## config.mk

```make
export PLATFORM = sky130hd
export DESIGN_NAME = div_arbiter_flat
export DESIGN_NICKNAME = d
export VERILOG_FILES = /design/src/rtl/div_arbiter_pkg.sv /design/src/rtl/div_arbiter_if.sv /design/src/rtl/div_arbiter_rr_pick.sv /design/src/rtl/div_arbiter.sv /design/src/flat_wrapper.sv
export SDC_FILE = /design/constraint.sdc
export NUM_CORES = 1
export LEC_CHECK = 0
export ABC_CLOCK_PERIOD_IN_PS = 15080
export CAP_MARGIN = 30
export CORE_AREA = 5 5 181 183
export DETAILED_ROUTE_END_ITERATION = 8
export DIE_AREA = 0 0 186 188
export PLACE_DENSITY = 0.68
export REMOVE_ABC_BUFFERS = 1
export SLEW_MARGIN = 20
export SYNTH_ARGS = -nofsm -noshare
export SYNTH_HDL_FRONTEND = slang
export SYNTH_SLANG_ARGS = --single-unit
```

## constraint.sdc

```tcl
create_clock -name clock -period 15.08 [get_ports clock]
set_input_delay 1.508 -clock clock [delete_from_list [all_inputs] [get_ports clock]]
set_output_delay 1.508 -clock clock [all_outputs]
set_load 0.01 [all_outputs]
```

## src/rtl/div_arbiter_pkg.sv

```systemverilog
// Shared types and constants for the divider arbiter slice.
package div_pkg;

    localparam logic DIV_OP_UNSIGNED = 1'b0;
    localparam logic DIV_OP_SIGNED   = 1'b1;

    typedef enum logic [2:0] {
        ST_IDLE,
        ST_ISSUE,
        ST_WAIT,
        ST_RESP,
        ST_DRAIN
    } arb_state_e;

    localparam int DIV_MAX_WIDTH = 64;

    // All-ones pattern of the given width, right-aligned in a 64-bit word.
    function automatic logic [DIV_MAX_WIDTH-1:0] div_all_ones(input int width);
        return {DIV_MAX_WIDTH{1'b1}} >> (DIV_MAX_WIDTH - width);
    endfunction

    // Most negative two's-complement value of the given width, right-aligned.
    function automatic logic [DIV_MAX_WIDTH-1:0] div_signed_min(input int width);
        return {{(DIV_MAX_WIDTH-1){1'b0}}, 1'b1} << (width - 1);
    endfunction

endpackage

```

## src/rtl/div_arbiter_if.sv

```systemverilog
// Requester and divider bus of the divider arbiter.
// slave is the arbiter's view; master is the clients/divider view.
interface div_arbiter_if #(
    parameter int NUM_REQ = 4,
    parameter int WIDTH   = 32
);
    logic [NUM_REQ-1:0]       req_valid;
    logic [NUM_REQ-1:0]       req_ready;
    logic [NUM_REQ-1:0]       req_opcode;
    logic [NUM_REQ*WIDTH-1:0] req_dividend;
    logic [NUM_REQ*WIDTH-1:0] req_divisor;
    logic [NUM_REQ-1:0]       resp_valid;
    logic [NUM_REQ-1:0]       resp_ready;
    logic [WIDTH-1:0]         resp_quotient;
    logic [WIDTH-1:0]         resp_remainder;
    logic                     resp_err;
    logic                     div_valid_in;
    logic                     div_opcode;
    logic [WIDTH-1:0]         div_dividend;
    logic [WIDTH-1:0]         div_divisor;
    logic                     div_valid_out;
    logic [WIDTH-1:0]         div_quotient;
    logic [WIDTH-1:0]         div_remainder;

    modport slave (
        input  req_valid, req_opcode, req_dividend, req_divisor, resp_ready,
               div_valid_out, div_quotient, div_remainder,
        output req_ready, resp_valid, resp_quotient, resp_remainder, resp_err,
               div_valid_in, div_opcode, div_dividend, div_divisor
    );

    modport master (
        output req_valid, req_opcode, req_dividend, req_divisor, resp_ready,
               div_valid_out, div_quotient, div_remainder,
        input  req_ready, resp_valid, resp_quotient, resp_remainder, resp_err,
               div_valid_in, div_opcode, div_dividend, div_divisor
    );
endinterface

```

## src/rtl/div_arbiter_rr_pick.sv

```systemverilog
// Combinational round-robin picker: first set request at or above rr_ptr, with wrap.
module rr_pick #(
    parameter int NUM_REQ = 4
) (
    input  logic [NUM_REQ-1:0]         req,
    input  logic [$clog2(NUM_REQ)-1:0] rr_ptr,
    output logic [NUM_REQ-1:0]         grant_oh,
    output logic [$clog2(NUM_REQ)-1:0] grant_idx,
    output logic                       any
);
    localparam int IDXW = $clog2(NUM_REQ);

    logic [IDXW-1:0] pos;

    // Scan from rr_ptr upward, wrapping modulo NUM_REQ; first hit wins.
    always_comb begin
        grant_oh  = '0;
        grant_idx = '0;
        any       = 1'b0;
        pos       = '0;
        for (int k = 0; k < NUM_REQ; k++) begin
            pos = IDXW'((int'(rr_ptr) + k) % NUM_REQ);
            if (!any && req[pos]) begin
                any           = 1'b1;
                grant_idx     = pos;
                grant_oh[pos] = 1'b1;
            end
        end
    end
endmodule

```

## src/rtl/div_arbiter.sv

```systemverilog
// Shares one iterative divider between NUM_REQ requesters, one op at a time.
// Divide-by-zero and signed overflow are answered locally; a hung divider is
// aborted after TIMEOUT cycles and its possible late answer drained.
//
// state    | meaning
// ---------+------------------------------------------------------------
// IDLE     | pick a requester, capture operands, bypass trivial cases
// ISSUE    | single-cycle div_valid_in pulse, clear timeout counter
// WAIT     | wait for div_valid_out or timeout
// RESP     | hold response to owner until resp_ready
// DRAIN    | swallow one late div_valid_out after a timeout (bounded)
module div_arbiter
    import div_pkg::*;
#(
    parameter int NUM_REQ = 4,
    parameter int WIDTH   = 32,
    parameter int TIMEOUT = 64
) (
    input logic          clock,
    input logic          reset,
    div_arbiter_if.slave bus
);
    localparam int IDXW = $clog2(NUM_REQ);
    localparam int CW   = $clog2(TIMEOUT + 1);
    localparam logic [CW-1:0]    CNT_LAST = CW'(TIMEOUT - 1);
    localparam logic [WIDTH-1:0] ALL_ONES = WIDTH'(div_all_ones(WIDTH));
    localparam logic [WIDTH-1:0] SMIN     = WIDTH'(div_signed_min(WIDTH));

    arb_state_e       state_q, state_d;
    logic [IDXW-1:0]  rr_ptr_q, rr_ptr_d;
    logic [IDXW-1:0]  owner_q, owner_d;
    logic [CW-1:0]    cnt_q, cnt_d;
    logic             drain_q, drain_d;
    logic             opcode_q, opcode_d;
    logic [WIDTH-1:0] dividend_q, dividend_d;
    logic [WIDTH-1:0] divisor_q, divisor_d;
    logic [WIDTH-1:0] quot_q, quot_d;
    logic [WIDTH-1:0] rem_q, rem_d;
    logic             err_q, err_d;

    logic [NUM_REQ-1:0] grant_oh;
    logic [IDXW-1:0]    grant_idx;
    logic               grant_any;
    logic [NUM_REQ-1:0] owner_oh;
    logic [WIDTH-1:0]   dvd_arr [NUM_REQ];
    logic [WIDTH-1:0]   dvs_arr [NUM_REQ];
    logic [WIDTH-1:0]   sel_dividend, sel_divisor;
    logic               sel_opcode;

    for (genvar g = 0; g < NUM_REQ; g++) begin : g_unpack
        assign dvd_arr[g] = bus.req_dividend[g*WIDTH +: WIDTH];
        assign dvs_arr[g] = bus.req_divisor[g*WIDTH +: WIDTH];
    end

    assign sel_dividend = dvd_arr[grant_idx];
    assign sel_divisor  = dvs_arr[grant_idx];
    assign sel_opcode   = bus.req_opcode[grant_idx];

    rr_pick #(.NUM_REQ(NUM_REQ)) u_rr_pick (
        .req       (bus.req_valid),
        .rr_ptr    (rr_ptr_q),
        .grant_oh  (grant_oh),
        .grant_idx (grant_idx),
        .any       (grant_any)
    );

    // One-hot decode of the current owner for resp_valid.
    always_comb begin
        owner_oh          = '0;
        owner_oh[owner_q] = 1'b1;
    end

    // Next-state and datapath updates.
    always_comb begin
        state_d    = state_q;
        rr_ptr_d   = rr_ptr_q;
        owner_d    = owner_q;
        cnt_d      = cnt_q;
        drain_d    = drain_q;
        opcode_d   = opcode_q;
        dividend_d = dividend_q;
        divisor_d  = divisor_q;
        quot_d     = quot_q;
        rem_d      = rem_q;
        err_d      = err_q;
        case (state_q)
            ST_IDLE: begin
                if (grant_any) begin
                    owner_d    = grant_idx;
                    opcode_d   = sel_opcode;
                    dividend_d = sel_dividend;
                    divisor_d  = sel_divisor;
                    err_d      = 1'b0;
                    if (sel_divisor == '0) begin
                        quot_d  = ALL_ONES;
                        rem_d   = sel_dividend;
                        state_d = ST_RESP;
                    end else if (sel_opcode == DIV_OP_SIGNED && sel_dividend == SMIN &&
                                 sel_divisor == ALL_ONES) begin
                        quot_d  = SMIN;
                        rem_d   = '0;
                        state_d = ST_RESP;
                    end else begin
                        state_d = ST_ISSUE;
                    end
                end
            end
            ST_ISSUE: begin
                cnt_d   = '0;
                state_d = ST_WAIT;
            end
            ST_WAIT: begin
                cnt_d = cnt_q + 1'b1;
                if (bus.div_valid_out) begin
                    quot_d  = bus.div_quotient;
                    rem_d   = bus.div_remainder;
                    err_d   = 1'b0;
                    state_d = ST_RESP;
                end else if (cnt_q == CNT_LAST) begin
                    quot_d  = '0;
                    rem_d   = '0;
                    err_d   = 1'b1;
                    drain_d = 1'b1;
                    state_d = ST_RESP;
                end
            end
            ST_RESP: begin
                if (bus.resp_ready[owner_q]) begin
                    rr_ptr_d = (owner_q == IDXW'(NUM_REQ - 1)) ? '0 : owner_q + 1'b1;
                    cnt_d    = '0;
                    state_d  = drain_q ? ST_DRAIN : ST_IDLE;
                end
            end
            ST_DRAIN: begin
                cnt_d = cnt_q + 1'b1;
                if (bus.div_valid_out || cnt_q == CNT_LAST) begin
                    drain_d = 1'b0;
                    state_d = ST_IDLE;
                end
            end
            default: state_d = ST_IDLE;
        endcase
    end

    // State and datapath registers; synchronous active-low reset.
    always_ff @(posedge clock) begin
        if (!reset) begin
            state_q    <= ST_IDLE;
            rr_ptr_q   <= '0;
            owner_q    <= '0;
            cnt_q      <= '0;
            drain_q    <= 1'b0;
            opcode_q   <= 1'b0;
            dividend_q <= '0;
            divisor_q  <= '0;
            quot_q     <= '0;
            rem_q      <= '0;
            err_q      <= 1'b0;
        end else begin
            state_q    <= state_d;
            rr_ptr_q   <= rr_ptr_d;
            owner_q    <= owner_d;
            cnt_q      <= cnt_d;
            drain_q    <= drain_d;
            opcode_q   <= opcode_d;
            dividend_q <= dividend_d;
            divisor_q  <= divisor_d;
            quot_q     <= quot_d;
            rem_q      <= rem_d;
            err_q      <= err_d;
        end
    end

    assign bus.req_ready      = (state_q == ST_IDLE) ? grant_oh : '0;
    assign bus.resp_valid     = (state_q == ST_RESP) ? owner_oh : '0;
    assign bus.resp_quotient  = quot_q;
    assign bus.resp_remainder = rem_q;
    assign bus.resp_err       = err_q;
    assign bus.div_valid_in   = (state_q == ST_ISSUE);
    assign bus.div_opcode     = opcode_q;
    assign bus.div_dividend   = dividend_q;
    assign bus.div_divisor    = divisor_q;
endmodule
```

## src/flat_wrapper.sv

```systemverilog
// flat-port wrapper written by rule: the top's interface ports become plain ports
module div_arbiter_flat import div_pkg::*;
#(
    parameter int NUM_REQ = 4,
    parameter int WIDTH   = 32,
    parameter int TIMEOUT = 64
)
  (clock, reset, bus_req_valid, bus_req_opcode, bus_req_dividend, bus_req_divisor, bus_resp_ready, bus_div_valid_out, bus_div_quotient, bus_div_remainder, bus_req_ready, bus_resp_valid, bus_resp_quotient, bus_resp_remainder, bus_resp_err, bus_div_valid_in, bus_div_opcode, bus_div_dividend, bus_div_divisor);
  div_arbiter_if #(.NUM_REQ(NUM_REQ), .WIDTH(WIDTH)) bus_i ();
  input logic clock;
  input logic reset;
  input wire logic [$bits(bus_i.req_valid)-1:0] bus_req_valid;
  input wire logic [$bits(bus_i.req_opcode)-1:0] bus_req_opcode;
  input wire logic [$bits(bus_i.req_dividend)-1:0] bus_req_dividend;
  input wire logic [$bits(bus_i.req_divisor)-1:0] bus_req_divisor;
  input wire logic [$bits(bus_i.resp_ready)-1:0] bus_resp_ready;
  input wire logic [$bits(bus_i.div_valid_out)-1:0] bus_div_valid_out;
  input wire logic [$bits(bus_i.div_quotient)-1:0] bus_div_quotient;
  input wire logic [$bits(bus_i.div_remainder)-1:0] bus_div_remainder;
  output wire logic [$bits(bus_i.req_ready)-1:0] bus_req_ready;
  output wire logic [$bits(bus_i.resp_valid)-1:0] bus_resp_valid;
  output wire logic [$bits(bus_i.resp_quotient)-1:0] bus_resp_quotient;
  output wire logic [$bits(bus_i.resp_remainder)-1:0] bus_resp_remainder;
  output wire logic [$bits(bus_i.resp_err)-1:0] bus_resp_err;
  output wire logic [$bits(bus_i.div_valid_in)-1:0] bus_div_valid_in;
  output wire logic [$bits(bus_i.div_opcode)-1:0] bus_div_opcode;
  output wire logic [$bits(bus_i.div_dividend)-1:0] bus_div_dividend;
  output wire logic [$bits(bus_i.div_divisor)-1:0] bus_div_divisor;
  assign bus_i.req_valid = bus_req_valid;
  assign bus_i.req_opcode = bus_req_opcode;
  assign bus_i.req_dividend = bus_req_dividend;
  assign bus_i.req_divisor = bus_req_divisor;
  assign bus_i.resp_ready = bus_resp_ready;
  assign bus_i.div_valid_out = bus_div_valid_out;
  assign bus_i.div_quotient = bus_div_quotient;
  assign bus_i.div_remainder = bus_div_remainder;
  assign bus_req_ready = bus_i.req_ready;
  assign bus_resp_valid = bus_i.resp_valid;
  assign bus_resp_quotient = bus_i.resp_quotient;
  assign bus_resp_remainder = bus_i.resp_remainder;
  assign bus_resp_err = bus_i.resp_err;
  assign bus_div_valid_in = bus_i.div_valid_in;
  assign bus_div_opcode = bus_i.div_opcode;
  assign bus_div_dividend = bus_i.div_dividend;
  assign bus_div_divisor = bus_i.div_divisor;
  div_arbiter #(.NUM_REQ(NUM_REQ), .WIDTH(WIDTH), .TIMEOUT(TIMEOUT)) u_core (.clock(clock), .reset(reset), .bus(bus_i));
endmodule
```

; ---- After elaboration in Yosys (flattened, before gate mapping)
; Index checks and enable logic that the tools add are counted.
[totals]
register_bits = 145
latchBits = 0
ramBits = 0
romBits = 0
input_bits = 335
output_inout_bits = 139
elab_cells = 146
n_memories = 0
[op_classes]
addsub = 5
mul = 0
div = 0
order_cmp = 12
eq_ne = 15
shifts = 0
muxes = 72
bitwise = 4
reduce_logical = 27
[ops]
columns = op, n
row1 = 2-to-1 mux 32 bit, 13
row2 = binary-select mux 32 bit (select 2 bit), 2
row3 = case mux 32 bit (2 select lines), 2
row4 = "== test 32 bit, second input constant", 2
row5 = zero test 32 bit, 1
row6 = 2-to-1 mux 4 bit, 6
row7 = 2-to-1 mux 3 bit, 7
row8 = case mux 7 bit (3 select lines), 1
row9 = 2-to-1 mux 1 bit, 20
row10 = "< comparator 2 x 3 -> 1 bit, second input constant", 6
row11 = case mux 3 bit (5 select lines), 1
row12 = binary-select mux 1 bit (select 2 bit), 6
row13 = 2-to-1 mux 2 bit, 6
row14 = bitwise OR 4 bit, 3
row15 = AND reduction 4 bit, 3
row16 = demux 1 bit (select 2 bit), 5
row17 = ">= comparator 2 x 1 -> 1 bit, second input constant", 5
row18 = logical AND 1 bit, 10
row19 = "inequality test 2 x 1 -> 1 bit, second input constant", 4
row20 = "adder 7 x 1 -> 7 bit, second input constant", 1
row21 = "== test 7 x 6 -> 1 bit, second input constant", 1
row22 = 2-to-1 mux 7 bit, 1
row23 = "== test 3 x 2 -> 1 bit, second input constant", 2
row24 = AND reduction 2 bit, 3
row25 = other kinds (18), 24

; ---- Longest topological paths before layout
[depth]
word_depth = 23
mapped_depth = 21
ltp_nobuf = 12

; ---- By module
; From an unflattened synthesis, not the netlist that was laid out.
[unflattened]
cells_unflattened = 848
hier_area_um2 = 7998.9
[by_module_without_submodules]
columns = module, instances, cells_each, area_per_inst_um2, seq_area_each_um2
row1 = div_arbiter, 1, 803, 7579.8, 2902.8
row2 = rr_pick, 1, 45, 419.2, 0.0

; ---- Worst setup path after synthesis
; OpenSTA, ideal clock, no wires.
[synth_path]
path_kind = input to register
startpoint = in bus_req_valid[2]
endpoint = reg u_core.rem_q[0], in the netlist u_core.bus.resp_remainder[0]
setup_ps = 122
t_arrival_ps = 4781
required_ps = 14958
slack_ps = 10177
cell_stages = 14
path_buffers = 4
path_cell_list = clkbuf_1 -> mux4_2 -> o21bai_4 -> and2_4 -> nor2_8 -> buf_6 -> mux4_2 -> nor4b_2 -> o2111ai_1 -> nor4b_2 -> o21ai_1 -> buf_6 -> buf_6 -> mux2i_1
[synth_via]
elab_chain_len = 21
elab_cells_between_ends = 42
classes_between = eq/ne (4) / mux (27) / bitwise (1) / reduce/logical (10)
[synth_rtl]
columns = element, line
row1 = "start, declared", flat_wrapper.sv:12  ; input wire logic [$bits(bus_i.req_valid)-1:0] bus_req_valid;
row2 = binary-select mux 1 bit (select 2 bit), div_arbiter_rr_pick.sv:23  ; if (!any && req[pos]) begin
row3 = 2-to-1 mux 1 bit (not written as such), div_arbiter_rr_pick.sv:23
row4 = 2-to-1 mux 1 bit, div_arbiter_rr_pick.sv:23
row5 = zero test 1 bit, div_arbiter_rr_pick.sv:23
row6 = logical AND 1 bit, div_arbiter_rr_pick.sv:23
row7 = 2-to-1 mux 1 bit, div_arbiter_rr_pick.sv:23
row8 = zero test 1 bit, div_arbiter_rr_pick.sv:23
row9 = logical AND 1 bit, div_arbiter_rr_pick.sv:23
row10 = [3 not listed], -
row11 = 2-to-1 mux 2 bit, div_arbiter_rr_pick.sv:23
row12 = inverter 2 -> 3 bit (not written as such), "div_arbiter.sv:55, div_arbiter.sv:56"
row13 = binary-select mux 32 bit (select 2 bit), div_arbiter.sv:55  ; assign sel_dividend = dvd_arr[grant_idx];
row14 = 2-to-1 mux 32 bit (not written as such) (2 in a row), div_arbiter.sv:55
row15 = == test 32 bit, div_arbiter.sv:98  ; end else if (sel_opcode == DIV_OP_SIGNED && sel_dividend == SMIN &&
row16 = logical AND 1 bit (2 in a row), div_arbiter.sv:98
row17 = inequality test 3 x 1 -> 1 bit (no line), -
row18 = AND reduction 4 bit (no line), -
row19 = "end signal, assigned", div_arbiter.sv:169  ; rem_q <= rem_d;
row20 = "end, declared", div_arbiter.sv:38  ; logic [WIDTH-1:0] rem_q, rem_d;
; Parallel ways exist; a longest one is shown, timed or not. The select of a mux whose other input is x is not followed.
; A chain may end at the register's enable or synchronous reset.

; ---- Worst setup path in the final report
[layout_path]
startpoint = in bus_req_valid[1]
endpoint = reg u_core.rem_q[18], in the netlist u_core.bus.resp_remainder[18]
; Same word-level chain as after synthesis.

==> impl_metrics.csv <==
group,metric,value,unit
global_routing,grt_overflow,0,
drt,vias_per_cell,5.70,
yosys,synthTopCellsByArea,"dfxtp_1 (28%), nand2_1 (12%), mux2i_1 (6.2%)",
setup_path,required,15370,ps
setup_path,startpoint_type,"input port",
yosys,yosys-top-cells-count,"nand2_1 (339), dfxtp_1 (145), nand3_1 (114), o21ai_0 (94), clkbuf_1 (85)",
setup_path,end_kind,"flip-flop",
yosys,synth_cell_types,83,
global_routing,grt_pass1_wl,77600,µm
final_layout,drive_gt1_share,6.33,%
setup_path,cpPeakStageDelay,790,ps
clock_tree,clock_path_buffers,2,
clock_tree,cts_htree_levels,4,
setup_path,r2r_cells,16,
drt,drtIter0Drc,1186,
floorplan,dieArea,35000,µm²
sta,finalSetupViolations,0,
yosys,seq_area_frac_synth,27.7,%
clock_tree,clk_pin_slew,70,ps
yosys,synth_edf_count,0,
placed_design,placed_area,15400,µm²
sta,rsz0062_at_grt,"no",
yosys,synth_top_cell_by_area,"dfxtp_1",
yosys,yosysMostFrequentCell,"nand2_1",
yosys,postSynthAreaPerCell,7.42,µm²
floorplan,std_cell_rows,65,
placed_design,placedCellCount,2186,
floorplan,core_region_area,31100,µm²
drt,vias,12700,
global_routing,grt_max_degree,76,
setup_path,path_depth,14,
yosys,yosys_warnings,0,
setup_path,cp.buffers_inverters,4,
setup_path,slowest_stage,"a2111oi_1",
setup_path,path_class,"input port to flip-flop",
drt,wl,52900,µm
final_layout,finalInstanceArea,16000,µm²
global_routing,grt_pass1_vias,12400,
sta,timing.fmax,136,MHz
placed_design,pre_cts_ws,7430,ps
clock_tree,ctsResizeCount,0,
setup_path,path_common_cell,"buf_4",
setup_path,cp_max_fo,49,
drt,ant_nets,0,
sta,fin_ws,7730,ps
placed_design,io_buffers,473,
yosys,syn-instance-count,1410,
clock_tree,cts_buffers,17,
final_layout,areaGrowthSynthToFinish,53.3,%
sta,report.final.slew_viol_count,0,
global_routing,grt.total_usage,28.9,%
sta,period_needed,7350,ps
power_and_ir_drop,p_per_area,92.6,nW/µm²
sta,skew,11.9,ps
final_layout,nets,2150,
power_and_ir_drop,ir_worst_vdd,0.0802,mV
final_layout,instances_no_fill,2226,
clock_tree,cts_root_buf,"clkbuf_16",
yosys,synth_ff_type,"dfxtp_1",
clock_tree,hold_buffers,0,
drt,drc,0,
floorplan,die_x,186,µm
min_path,hold_path_class,"flip-flop to flip-flop",
yosys,syn_area,10500,µm²
sta,tightest_slew,972,ps
yosys,netlist.area_leader.share,27.7,%
sta,period_share,48.8,%
clock_tree,post_cts.repair.setup_buffers,0,
global_routing,antenna_found_initial,9,
setup_path,crit_arrival,7640,ps
min_path,whs_path_depth,2,
power_and_ir_drop,p_leak,6.05,nW
setup_path,cp_cell_sequence,"clkdlybuf4s50_1, mux4_2, nor2b_1, o21ai_2, buf_4, nand2_4, buf_4, o21ai_0, a2111oi_1, o2111ai_1, nor4b_2, o21ai_4, buf_4, mux2i_1",
clock_tree,cts_tree,"done",
sta,hold_viol,0,
setup_path,crit_family,"buffers and inverters",
run,max_cap_violations,0,
yosys,ys_async_sr_fraction,0,%
placed_design,dpl.hpwl,40700,µm
floorplan,initial_utilization,33.7,%
drt,dr.pass1.iters,5,
sta,slew_headroom,35.0,%
drt,routedWlPerCell,23.8,µm
clock_tree,clk-insertion-delay-late,440,ps
clock_tree,cts.sinks,145,
yosys,ys_seq_elements,145,
floorplan,die_h,188,µm
placed_design,gp_congestion,0.975,
floorplan,io_pins,474,
sta,fin_setup_tns,0,ps
run_status,outcome,"finished clean",
[layer usage]
| layer | vias up | track usage, % | wire length, µm |
|---|---|---|---|
| met1 | 5995 | 36.6 | 21100 |
| li1 | 5911 | - | - |
| met5 | - | 0 | 13 |
| met2 | 698 | 48.8 | 25500 |
| met3 | 83 | 6.60 | 4890 |
| met4 | 2 | 8.32 | 1350 |
[layout by cell type (no fill, tap or decap), drive strengths merged, types with 6 or more instances in the layout]
master,instances
a21boi,38
o2111ai,6
nor4,43
nor4b,6
clkdlybuf4s50,472
diode,8
a21oi,36
nand3,114
o211a,6
nand4,15
a221oi,7
ha,12
nor3,20
o221a,14
dfxtp,145
inv,16
nor2b,15
and2,74
clkbuf,21
mux2,6
o22ai,11
and3,18
buf,21
mux2i,66
nor2,37
or4,8
nand2b,6
a211oi,13
a221o,14
a32oi,7
mux4,17
o21ai,101
nand2,339
or4b,7
[metrics by stage]
step | hold slack, ps | total power (W) | utilization (%)
2_1_floorplan | 479 | 0.000738 | -
3_3_place_gp | 442 | 0.00104 | 49.5
3_5_place_dp | 454 | 0.00105 | 49.7
4_1_cts | 465 | 0.00149 | 51.6
5_1_grt | 478 | 0.00156 | 51.6
6_report | 463 | 0.00149 | 51.6
[state kept, by name, summed over array words and instances, names as in the netlist]
signal and flops:
u_core.bus.resp_err 1, u_core.bus.div_opcode 1, u_core.bus.resp_quotient 32, u_core.bus.div_dividend 32
u_core.drain_q 1, u_core.rr_ptr_q 2, u_core.owner_q 2, u_core.bus.resp_remainder 32
u_core.state_q 3, u_core.cnt_q 7, u_core.bus.div_divisor 32
[where the power goes]
part	internal, W	switching [W]
Clock	0.000245	0.000192
Sequential	0.000425	0.0000309
Combinational	0.000272	0.000321
Total	0.000942	0.000544
[logic make-up after synthesis]
family	share of synthesized area, %
xor gates and xnor gates	0.502
buffers and inverters	5.21
and+or+nand+nor	33.6
muxes	10.7
adders and majority gates	1.44
AOI/OAI and AO/OA	20.8
DFF	27.7
[final timing paths]
check / endpoint / slack (ps) / from
worst min-delay path: u_core.bus.resp_quotient[26]$_SDFFE_PN0P_ / 460 / u_core.bus.resp_quotient[26]$_SDFFE_PN0P_
worst max-delay path: u_core.bus.resp_remainder[18]$_SDFFE_PN0P_ / 7730 / bus_req_valid[1]
worst max register to register: u_core.bus.resp_remainder[18]$_SDFFE_PN0P_ / 7920 / u_core.rr_ptr_q[0]$_SDFFE_PN0P_
worst min register to register: u_core.bus.resp_quotient[26]$_SDFFE_PN0P_ / 460 / u_core.bus.resp_quotient[26]$_SDFFE_PN0P_
[cell type report]
cell class | count | area (µm²)
Sequential cell | 145 | 2900
Fill cell | 2985 | 15000
Inverter | 13 | 48.8
Timing Repair Buffer | 493 | 4930
Multi-Input combinational cell | 1133 | 7070
Antenna cell | 8 | 20.0
Tap cell | 402 | 503
Clock buffer | 21 | 440
Clock inverter | 11 | 129
[tightest hold or removal path, cell delays in order, from the launching register on]
cell,delay (ps)
dfxtp_1,310
nand2_1,50
mux2i_1,50
No activity file was read; power rests on OpenSTA's default activity.
